===== src/rtl/serial_adder_pkg.sv =====
// Shared types and helpers for the bit-serial adder.
package serial_adder_pkg;

  // Controller states, 2-bit encoding.
  typedef enum logic [1:0] {
    IDLE  = 2'd0,
    SHIFT = 2'd1,
    DONE  = 2'd2
  } sa_state_t;

  // Bit-counter width: enough to count 0..width-1, never narrower than 1 bit.
  function automatic int sa_cnt_width(input int width);
    return (width > 1) ? $clog2(width) : 1;
  endfunction

endpackage


===== src/rtl/half_adder.sv =====
// Half-adder cell: sum = a ^ b, carry = a & b.
module half_adder (
  input  logic i_a,
  input  logic i_b,
  output logic o_sum,
  output logic o_carry
);

  assign o_sum   = i_a ^ i_b;
  assign o_carry = i_a & i_b;

endmodule


===== src/rtl/serial_adder_fa_bit.sv =====
// Purely combinational full-adder slice made of two half adders and an OR.
module fa_bit (
  input  logic i_a,
  input  logic i_b,
  input  logic i_cin,
  output logic o_sum,
  output logic o_cout
);

  logic w_s0;
  logic w_c0;
  logic w_c1;

  half_adder u_ha0 (
    .i_a     (i_a),
    .i_b     (i_b),
    .o_sum   (w_s0),
    .o_carry (w_c0)
  );

  half_adder u_ha1 (
    .i_a     (w_s0),
    .i_b     (i_cin),
    .o_sum   (o_sum),
    .o_carry (w_c1)
  );

  // The two half-adder carries can never both be high, so OR is exact.
  assign o_cout = w_c0 | w_c1;

endmodule


===== src/rtl/serial_adder.sv =====
// Bit-serial adder: one full-adder slice, registered carry, LSB first.
// Handshake: start is accepted on a rising edge whenever the FSM is not in
// SHIFT (IDLE or DONE); a/b/cin are captured on that same edge. done is a
// one-cycle pulse marking sum/c_out as a fresh result; there is no back-pressure.
module serial_adder
  import serial_adder_pkg::*;
#(
  parameter int WIDTH = 8
) (
  input  logic             clk,
  input  logic             reset_n,
  input  logic             start,
  input  logic [WIDTH-1:0] a,
  input  logic [WIDTH-1:0] b,
  input  logic             cin,
  output logic             busy,
  output logic             done,
  output logic [WIDTH-1:0] sum,
  output logic             c_out,
  output logic [1:0]       dbg_state
);

  localparam int CNT_W = sa_cnt_width(WIDTH);
  localparam logic [CNT_W-1:0] LAST_BIT = CNT_W'(WIDTH - 1);

  sa_state_t        r_state;
  sa_state_t        w_state_next;
  logic [WIDTH-1:0] r_a;
  logic [WIDTH-1:0] r_b;
  logic [WIDTH-1:0] r_psum;
  logic [WIDTH-1:0] r_sum;
  logic [CNT_W-1:0] r_cnt;
  logic             r_carry;
  logic             r_cout;

  logic             w_accept;
  logic             w_last;
  logic             w_s;
  logic             w_co;
  logic [WIDTH-1:0] w_psum_next;

  assign w_accept = start && (r_state != SHIFT);
  assign w_last   = (r_state == SHIFT) && (r_cnt == LAST_BIT);

  fa_bit u_fa (
    .i_a    (r_a[0]),
    .i_b    (r_b[0]),
    .i_cin  (r_carry),
    .o_sum  (w_s),
    .o_cout (w_co)
  );

  // New sum bit enters at the MSB; after WIDTH shifts bit 0 holds the LSB.
  assign w_psum_next = (r_psum >> 1) | (WIDTH'(w_s) << (WIDTH - 1));

  // State register.
  always_ff @(posedge clk) begin
    if (!reset_n) r_state <= IDLE;
    else          r_state <= w_state_next;
  end

  // Next-state logic.
  always_comb begin
    w_state_next = r_state;
    case (r_state)
      IDLE:    if (start) w_state_next = SHIFT;
      SHIFT:   if (w_last) w_state_next = DONE;
      DONE:    w_state_next = start ? SHIFT : IDLE;
      default: w_state_next = IDLE;
    endcase
  end

  // Outputs decoded from the state register only.
  always_comb begin
    busy = 1'b0;
    done = 1'b0;
    case (r_state)
      SHIFT:   busy = 1'b1;
      DONE:    done = 1'b1;
      default: ;
    endcase
  end

  // Datapath: operand capture, one bit per SHIFT cycle, result load on last bit.
  always_ff @(posedge clk) begin
    if (!reset_n) begin
      r_a     <= '0;
      r_b     <= '0;
      r_psum  <= '0;
      r_sum   <= '0;
      r_cnt   <= '0;
      r_carry <= 1'b0;
      r_cout  <= 1'b0;
    end else if (w_accept) begin
      r_a     <= a;
      r_b     <= b;
      r_carry <= cin;
      r_cnt   <= '0;
    end else if (r_state == SHIFT) begin
      r_a     <= r_a >> 1;
      r_b     <= r_b >> 1;
      r_psum  <= w_psum_next;
      r_carry <= w_co;
      r_cnt   <= r_cnt + 1'b1;
      if (w_last) begin
        r_sum  <= w_psum_next;
        r_cout <= w_co;
      end
    end
  end

  assign sum       = r_sum;
  assign c_out     = r_cout;
  assign dbg_state = r_state;

endmodule


===== config.mk =====
export PLATFORM = sky130hd
export DESIGN_NAME = serial_adder
export DESIGN_NICKNAME = d
export VERILOG_FILES = /design/src/rtl/serial_adder_pkg.sv /design/src/rtl/half_adder.sv /design/src/rtl/serial_adder_fa_bit.sv /design/src/rtl/serial_adder.sv
export SDC_FILE = /design/constraint.sdc
export NUM_CORES = 1
export LEC_CHECK = 0
export CORE_MARGIN = 8
export CORE_UTILIZATION = 54
export DETAILED_ROUTE_END_ITERATION = 16
export GPL_ROUTABILITY_DRIVEN = 0
export PLACE_DENSITY = 0.81
export RECOVER_POWER = 50
export SLEW_MARGIN = 15
export SYNTH_ARGS = -nofsm -noshare
export SYNTH_HDL_FRONTEND = slang
export SYNTH_HIERARCHICAL = 1
export SYNTH_SLANG_ARGS = --single-unit

===== constraint.sdc =====
create_clock -name clk -period 2.12 [get_ports clk]
set_clock_uncertainty 0.05 [all_clocks]
set_input_delay 0.424 -clock clk [delete_from_list [all_inputs] [get_ports clk]]
set_output_delay 0.424 -clock clk [all_outputs]
set_load 0.05 [all_outputs]

; ---- Word level (Yosys, flattened, before mapping)
; Cells that the tools add are included.
[word_totals]
register_bits = 39
latchBits = 0
ram_bits = 0
rom_bits = 0
inputBits = 20
memories = 0
[op_classes]
add_sub_neg = 1
n_mul = 0
div = 0
order_cmp = 0
n_eq_ne = 6
n_shift = 0
mux = 12
bitwise_logic = 8
n_reduce_logical = 8
[ops]
columns = cell, n
row1 = $mux 8, 4
row2 = $or 7x8->8, 1
row3 = $pmux 2 s3, 1
row4 = $mux 1, 5
row5 = $mux 2, 2
row6 = $ne 2x2->1 const B, 2
row7 = $reduce_and 2->1, 2
row8 = $add 3x1->3 const B, 1
row9 = $eq 3x3->1 const B, 1
row10 = $reduce_and 3->1, 1
row11 = $and 1x1->1, 2
row12 = $eq 2x1->1 const B, 1
row13 = $eq 2x2->1 const B, 1
row14 = $logic_and 1x1->1, 2
row15 = $logic_not 2->1, 1
row16 = $ne 2x1->1 const B, 1
row17 = $not 1->1, 2
row18 = $reduce_bool 2->1, 1
row19 = $reduce_or 2->1, 1
row20 = $xor 1x1->1, 2
row21 = $or 1x1->1, 1

; ---- Logic depth before layout (Yosys ltp)
[depth]
depth_word = 5
depth_mapped = 6

; ---- Hierarchy
; The synthesis kept the hierarchy.
[modules_own_cells]
columns = module, instances, cells_each, area_per_inst_um2, seq_area_each_um2
row1 = serial_adder, 1, 185, 1604.0, 760.7
row2 = half_adder, 2, 1, 12.5, 0.0
row3 = fa_bit, 1, 1, 6.3, 0.0

; ---- Least setup slack after synthesis
; OpenSTA, ideal clock, no wires.
[synth_timing]
path_kind = register -> output
startpoint = register r_state[1] (netlist: dbg_state[1])
endpoint = output done
arrival_time_ns = 1.424
t_required_ns = 1.646
slack_ns = 0.222
path_stages_with_launch = 2
path_cell_list = dfxtp_1 > nor2b_1
[synth_via]
elab_chain_len = 2
[synth_rtl]
columns = item, line
row1 = "start, declared", serial_adder.sv:26  ; sa_state_t r_state;
row2 = "start signal, assigned", serial_adder.sv:59  ; else r_state <= w_state_next;
row3 = $eq 2x2->1, serial_adder.sv:77  ; case (r_state)
row4 = $mux 1, serial_adder.sv:77
row5 = "end, declared", serial_adder.sv:17  ; output logic done,
; Every way passes these cells.

; ---- Final worst setup path
[layout_timing]
startpoint = register r_state[1] (netlist: dbg_state[1])
endpoint = output dbg_state[1]
[layout_lines]
columns = item, line
row1 = "end, declared", serial_adder.sv:20  ; output logic [1:0] dbg_state
; No word-level cell between the ends.

==> flow_summary.toml <==
[clock_tree]
cts_made_buffers = 5
cts_tree = "built"
cts.path.max_buffers = 2
ctsHoldBuffers = 0
clockRootBuffer = "clkbuf_4"
cts_num_sinks = 38
htreeDepth = 2
clock_latency_ns = 0.34
clk_pin_slew_ns = 0.11

[grt]
grt_pass1_wl_um = 5800
grt_pass1_vias = 1374
grt_usage_pct = 14.3
grt_max_degree = 47
antenna_found_initial = 0
overflow = 0

[setup_path]
start_kind = "flop"
reg2reg_depth = 4
critPathArrivalTime_ns = 1.53
cp-end-kind = "output port"
critPathRequiredTime_ns = 1.65
r2r_start = "dbg_state[0]"
path_depth = 1
cp_slowest_cell = "clkdlybuf4s50_1"
endpoint = "dbg_state[1]"
worst-path-max-fanout = 5
critPathBufInv = 1
crit_chain = "clkdlybuf4s50_1"
startpoint = "dbg_state[1]"
rrSetupSlack_ns = 0.52
r2r-end = "r_cnt[0]"
worstSetupPathType = "flop to output port"
max_stage_delay_ns = 0.82
path_delay_family = "buffers and inverters"

[floorplan]
initial_utilization_pct = 54.9
die_w_um = 71.0
die_h_um = 71.0
rows = 20
core_mm2 = 0.00298
die-area_mm2 = 0.00505
io_pins = 33

[sta]
holdWs_ns = 0.404
fin_crit_ns = 2.01
worst_pin_slew_ns = 0.501
min_period_over_period_pct = 94.7
slew-limit-headroom_pct = 66.5
tns_ns = 0
finalHoldViolCount = 0
fmax_ghz = 0.498
rsz0062_at_grt = "false"
slew_viol_final = 0
setup_viol = 0

[run]
drv_cap = 0

[synth]
avgSynthCellArea_um2 = 8.70
syn_inst = 188
ys.flop_type = "dfxtp_1"
synthesis.nets = 212
syn-cell-area_mm2 = 0.00164
ys_seq_area_share_pct = 46.5
yosys_warnings = 6
synth.distinct_cells = 27
async_flop_share_pct = 0
synth_edf_count = 0
ys_ff_latch = 38

[routing]
vias = 1341
drc = 0
wl_per_cell_um = 13.2
dr.pass1.iters = 6
drtIter0Drc = 118
drt-total-wl_um = 3300
via_per_inst = 5.36
drtAntennaViolNets = 0

[power]
ir_worst_vdd_uv = 431
p_leak_nw = 0.800
p_per_area_mw_per_mm2 = 684

[hold_path]
min_path_type = "flop to flop"
hold_start = "sum[0]"
whs_path_depth = 2

[run_status]
status = "complete, no violations"

[cells_and_area]
syn2layout_area_growth_pct = 21.7
fin_nets = 240
drive_above_1_share_pct = 14.7
antenna_cells = 0
fill_cells = 254

[placement]
dp_hpwl_um = 2320
io_buffers = 32
==> cell usage after synthesis (2+ instances only) <==
cell type  count  area, um^2
ha_1           4        50.1
nand2_1       41         154
a21oi_2       18         158
nand3_1       20         100
and2_1         2        12.5
buf_2          2        10.0
dfxtp_1       38         761
clkbuf_1       6        22.5
buf_4          2        15.0
a21oi_1       12        60.1
a21boi_0       4        30.0
mux2i_1        2        20.0
buf_6          3        33.8
a21boi_1       5        37.5
o21ai_0       15        75.1
nor2_1         3        11.3
==> registers in the layout, summed over array words and instances, names as in the netlist <==
signal,cells
c_out,1
r_b,8
r_carry,1
sum,8
dbg_state,2
r_cnt,3
r_psum,7
r_a,8
==> cell families after synthesis <==
kind of cell	count (synthesis)	synth area share (%)
compound gates	56	22.9
buf+inv	16	6.81
mux	2	1.22
simple gates	72	19.5
flops	38	46.5
fa+ha+maj	4	3.06
==> metrics by stage <==
stage               setup WS, ns  cells  area (um^2)  utilization (%)  power [mW]
finish                     0.112    250         1990             66.8        1.36
global route              0.0258    250         1990             66.8        1.42
CTS                       0.0260    250         1990             66.8        1.37
detailed placement         0.425    242         1930             64.8       0.988
global placement           0.444    242         1930             64.8       0.981
floorplan                  0.222    188         1640                -       0.930
==> layout by cell type (no fill, tap or decap), drive strengths merged, types with 2 or more instances in the layout <==
master and count:
nand2 41, dfxtp 38, a21oi 30, clkdlybuf4s50 29, nand3 20, o21ai 15, a21boi 9, clkbuf 8
ha 4, buf 4, nor2 3, mux2i 2, and2 2, inv 2
==> power by group <==
group	internal, mW	switching, mW	total, mW
Sequential	0.748	0.0218	0.770
Combinational	0.0897	0.112	0.202
Clock	0.161	0.228	0.389
==> per-layer routing <==
layer  up-vias  global-route usage (%)  routed length [um]
met1       600                    13.7                1410
met3         7                    6.07                 212
met5         -                       0                   0
li1        696                       -                   -
met2        38                    25.8                1620
met4         0                    6.24                  57
==> cell type report <==
cell class                 instances  area, um^2  area share [%]
tap                               33        41.3            2.07
sequential                        38         761            38.2
inverter                           2        15.0           0.754
multi-input combinational        134         763            38.3
timing repair buffer              35         350            17.6
clock buffer                       7        55.1            2.77
clock inverter                     1        5.00           0.251
==> repair_timing <==
item / CTS / global route
buffers inserted: 0 / 0
setup endpoints to repair: 0 / 1
gates resized for setup: 0 / 1
==> how the worst min path moves through the flow <==
stage / endpoint
5_1_grt: sum[5]
3_3_place_gp: sum[0]
4_1_cts: sum[5]
6_report: sum[0]
2_1_floorplan: sum[0]
3_5_place_dp: sum[0]
Power figures use the tool's default switching activity.
==> RTL edit 1 (same settings) <==
Register the inputs `start`, `a`, `b` and `cin` before use, without a reset. The logic sees them one clock later. Comments in the files are not updated.
--- a/src/rtl/serial_adder.sv
+++ b/src/rtl/serial_adder.sv
@@ -23,6 +23,18 @@
   localparam int CNT_W = sa_cnt_width(WIDTH);
   localparam logic [CNT_W-1:0] LAST_BIT = CNT_W'(WIDTH - 1);
 
+  logic start_q;
+  logic [WIDTH-1:0] a_q;
+  logic [WIDTH-1:0] b_q;
+  logic cin_q;
+
+  always_ff @(posedge clk) begin
+    start_q <= start;
+    a_q     <= a;
+    b_q     <= b;
+    cin_q   <= cin;
+  end
+
   sa_state_t        r_state;
   sa_state_t        w_state_next;
   logic [WIDTH-1:0] r_a;
@@ -39,7 +51,7 @@
   logic             w_co;
   logic [WIDTH-1:0] w_psum_next;
 
-  assign w_accept = start && (r_state != SHIFT);
+  assign w_accept = start_q && (r_state != SHIFT);
   assign w_last   = (r_state == SHIFT) && (r_cnt == LAST_BIT);
 
   fa_bit u_fa (
@@ -63,9 +75,9 @@
   always_comb begin
     w_state_next = r_state;
     case (r_state)
-      IDLE:    if (start) w_state_next = SHIFT;
+      IDLE:    if (start_q) w_state_next = SHIFT;
       SHIFT:   if (w_last) w_state_next = DONE;
-      DONE:    w_state_next = start ? SHIFT : IDLE;
+      DONE:    w_state_next = start_q ? SHIFT : IDLE;
       default: w_state_next = IDLE;
     endcase
   end
@@ -92,9 +104,9 @@
       r_carry <= 1'b0;
       r_cout  <= 1'b0;
     end else if (w_accept) begin
-      r_a     <= a;
-      r_b     <= b;
-      r_carry <= cin;
+      r_a     <= a_q;
+      r_b     <= b_q;
+      r_carry <= cin_q;
       r_cnt   <= '0;
     end else if (r_state == SHIFT) begin
       r_a     <= r_a >> 1;
Formal check against the unedited RTL: not equivalent (Yosys sat finds a counterexample within 4 cycles, from zero or initial values and one cycle with reset_n low).
==> RTL edit 1 against the original RTL <==
  * Area after synthesis up 19%
  * Fmax is 0.27% higher
  * Combinational power is 12% lower
  * Register-to-register slack got worse by 0.02 ns
  * Critical endpoint is now c_out
  * Power up 30%
  * Wire length up 2.6%
  * Non-clock buffer count unchanged
  * Global-route usage down 2.2 points
  * Design area is 16% higher
  * Sequential cell count rose by 18
  * Worst setup slack improved by 0.0053 ns
  * Via count increased by 6.3%
==> RTL edit 1: results (changes against the original RTL) <==
outcome=finished, final reports clean (unchanged); worst slew pin tran=0.5050 ns (was 0.5012 ns); most common library cells after synthesis=dfxtp_1 (56), nand2_1 (41), a21oi_1 (29) (was nand2_1 (41), dfxtp_1 (38), nand3_1 (20)); Leak=0.9629 nW (was 0.7997 nW); mux contribution to synthesized area=1.030% (was 1.224%); WHS Endpoint=r_b[2] (was sum[0]); Initial DRC Count=85 (was 118); synth top area cells=dfxtp_1 (58%), nand2_1 (7.9%), a21oi_1 (7.5%), nand3_1 (5.2%), o21ai_0 (3.9%) (was dfxtp_1 (47%), a21oi_2 (9.6%), nand2_1 (9.4%), nand3_1 (6.1%), o21ai_0 (4.6%)); Max stage delay on crit path=0.80 ns (was 0.82 ns); global-route wire length before repair=5809 um (was 5802 um); sequential share of the synthesized area=57.69% (was 46.52%); R2R Setup Slk=0.50 ns (was 0.52 ns); clk_lat worst skew=0.37 ns (was 0.34 ns); drt pass-1 iters=4 (was 6); met1 WL=1507 um (was 1410 um); Comb. pwr=0.178 mW (was 0.202 mW); syn nets=230 (was 212); Worst-path clk slew=0.14 ns (was 0.11 ns); wire per inst=12.04 um (was 13.19 um); vias in the first global route=1273 (was 1374); M2 GR Usage=19.45% (was 25.85%); via/cell ratio=5.071 (was 5.364); Yosys cell types=28 (was 27); Critical path origin=c_out (was dbg_state[1]); Worst setup endpoint=c_out (was dbg_state[1]); NumNets Final=258 (was 240); WL met2=1590 um (was 1617 um); critical path fanouts, max=2 (was 5); HP Start=b_q[2] (was sum[0]); fillcell total=283 (was 254); Met3 Wirelength=214 um (was 212 um); worst vdd ir=677.2 uV (was 431.4 uV); worst hold slack=0.3891 ns (was 0.4036 ns); Synth Area in Adders=2.576% (was 3.060%)
==> RTL edit 1: changes by cell type in the layout (fill, tap and decap cells not counted), sizes merged <==
cell | before | now
dlygate4sd2 | 0 | 1
dfxtp | 38 | 56
clkdlybuf4s50 | 29 | 10
clkbuf | 8 | 9
dlygate4sd3 | 0 | 18
inv | 2 | 1
==> RTL edit 1: through the flow <==
stage,area [um2],cells
after CTS,2321,281
after detailed placement,2263,273
final,2318,281
after global placement,2263,273
after global routing,2318,281
after floorplan,1943,206
==> RTL edit 1: area by class of cell <==
class | count | area (um2) | area share (%)
timing repair buffer | 35 | 361.6 | 15.60
tap | 46 | 57.56 | 2.482
sequential | 56 | 1121 | 48.35
inverter | 2 | 20.02 | 0.8635
clock buffer | 8 | 58.81 | 2.536
multi-input combinational | 134 | 699.4 | 30.17
==> RTL edit 1: timing repair <==
| action | CTS | global route |
|---|---|---|
| hold buffers | 0 | 0 |
| resized for setup | 1 | 1 |
| setup endpoints to repair | 1 | 1 |
==> RTL edit 2 (config.mk and constraints unchanged) <==
Made on the original files. Change the parameter `WIDTH` from 8 to 9.
--- a/src/rtl/serial_adder.sv
+++ b/src/rtl/serial_adder.sv
@@ -5,7 +5,7 @@
 module serial_adder
   import serial_adder_pkg::*;
 #(
-  parameter int WIDTH = 8
+  parameter int WIDTH = 9
 ) (
   input  logic             clk,
   input  logic             reset_n,
Ports: changed (resized a, b and sum); port bits go from 33 to 36. No check against the original RTL was run, so the function may have changed too.
==> RTL edit 2 against the original RTL <==
  * Worst setup slack got worse by 0.0052 ns
  * Combinational power increased by 13%
  * Clock power up 61%
  * Power rose by 27%
  * Register-to-register slack got worse by 0.04 ns
  * Area after synthesis increased by 13%
  * Design area increased by 14%
  * Utilization increased by 1.5 points
  * Sequential cell count up 5
  * Via count rose by 1.8%
  * Wire length grew 13%
  * Non-clock buffer count is 3 higher
  * Largest cell class is now sequential cells
  * Highest routed layer unchanged
==> RTL edit 2: results (changes against the original RTL) <==
outcome=finished, final reports clean (unchanged); Avg Cell Area, Syn=10.30 um2 (was 8.699 um2); drt pass-1 iters=4 (was 6); Buffers on Ports=35 (was 32); cells on worst reg2reg path=5 (was 4); worst vdd ir=405.0 uV (was 431.4 uV); CTS buffer count=5 (unchanged); Worst Hold Class=register to register (unchanged); GRT Total Usage=14.26% (about the same); CP delay by family, top=buffers and inverters (unchanged); Leak=0.8863 nW (was 0.7997 nW); Synth Area in Compound Gates=19.42% (was 22.88%); global-route wire length before repair=6099 um (was 5802 um); Synth Area in Adders=2.716% (was 3.060%); syn nets=205 (was 212); worst slew pin tran=0.7045 ns (was 0.5012 ns); largest net degree at the start of global routing=35 (was 47); share of cells above drive strength 1=13.21% (was 14.75%); synth top area cells=dfxtp_1 (47%), mux2i_1 (10%), a211oi_2 (7.5%), a22o_1 (4.3%), nand2_1 (4.1%) (was dfxtp_1 (47%), a21oi_2 (9.6%), nand2_1 (9.4%), nand3_1 (6.1%), o21ai_0 (4.6%)); clk_lat worst skew=0.36 ns (was 0.34 ns); Initial DRC Count=74 (was 118); Post-Synth XOR/XNOR Area=0% (unchanged); via/cell ratio=5.291 (was 5.364); wire per inst=14.50 um (was 13.19 um); Final ANT Viol Nets=0 (unchanged); Area after DPL=0.002197 mm2 (was 0.001931 mm2); Synth top area share=46.71% (was 46.52%); most common library cells after synthesis=dfxtp_1 (43), nand2_1 (20), nor2_1 (20) (was nand2_1 (41), dfxtp_1 (38), nand3_1 (20)); switching power=0.4047 mW (was 0.3624 mW); fillcell total=259 (was 254); most frequent cell after synthesis=dfxtp_1 (was nand2_1); Yosys cell types=29 (was 27); H-tree Lvls=2 (unchanged); Post-DP HPWL=2574 um (was 2324 um); mux contribution to synthesized area=11.13% (was 1.224%); NumNets Final=237 (was 240); critical path fanouts, max=3 (was 5); Placed Cells=250 (was 242); total number of vias=1365 (was 1341); sequential share of the synthesized area=46.71% (was 46.52%); Worst-path clk slew=0.12 ns
RTL edit 2: changes by cell type after synthesis, moves of 5 or more:
cell / change
o21ai_0: -15
nor2_1: +17
a211oi_1: +7
a21oi_2: -18
a211oi_2: +11
nand3_1: -18
nand2_1: -21
mux2i_1: +17
a21boi_1: -5
dfxtp_1: +5
a22o_1: +9
RTL edit 2: final timing paths:
kind              slack (ns)      endpoint         start
setup reg to reg        0.48        sum[5]      r_cnt[0]
hold / removal          0.41     r_psum[1]     r_psum[1]
hold reg to reg         0.41     r_psum[1]     r_psum[1]
setup / recovery        0.11  dbg_state[1]  dbg_state[1]
RTL edit 2: layout make-up:
type                            count  area (um2)  area share [%]
Sequential cell                    43       860.8           38.03
Timing Repair Buffer               38       376.6           16.64
Multi-Input combinational cell    119       849.6           37.53
Clock inverter                      2       60.06           2.653
Tap cell                           46       57.56           2.543
Inverter                            4       17.52          0.7739
Clock buffer                        6       41.29           1.824
RTL edit 2: power by group through the flow:
stage / Combinational, mW / Sequential (mW) / Clock, mW
CTS: 0.236 / 0.872 / 0.632
global placement: 0.229 / 0.888 / 0
floorplan: 0.169 / 0.889 / 0
detailed placement: 0.235 / 0.890 / 0
global route: 0.250 / 0.877 / 0.669
finish: 0.229 / 0.872 / 0.628
RTL edit 2: logic make-up (layout without fill, tap and decap cells):
kind of cell             after synthesis  in the layout
buffers and inverters                 17             50
multiplexers                          20             20
flip-flops                            43             43
adder cells (fa/ha/maj)                4              4
AO/OA/AOI/OAI                         43             43
AND/OR/NAND/NOR                       52             52
RTL edit 2: what timing repair did:
| item | CTS | global route |
|---|---|---|
| endpoints found under the setup margin | 1 | 0 |
| hold endpoints to repair | 0 | 0 |
| resized for setup | 1 | 0 |
| setup buffers | 0 | 0 |
RTL edit 2: worst register-to-register path: cells and delay by family, from the launching register on:
kind / cells / cell delay, ns
AOI/OAI and AO/OA: 1 / 0.24
adders and majority gates: 1 / 0.16
and+or+nand+nor: 2 / 0.70
buffers and inverters: 1 / 0.10
DFF: 1 / 0.35
RTL edit 2: routing by layer:
layer	part of all wire [%]	wire [um]	vias up	track usage, %
met3	7.4	276	5	6.065
met5	0	0	-	0
li1	-	-	692	-
met4	1.6	61	0	6.957
met2	43	1595	38	21.30
met1	48	1807	630	17.10
RTL edit 2: stage by stage:
stage	hold WS, ns	worst slack (ns)
global placement	0.3903	0.3456
floorplan	0.3854	0.2357
detailed placement	0.3981	0.2501
CTS	0.4153	0.08417
global route	0.4411	0.03422
finish	0.4147	0.1064
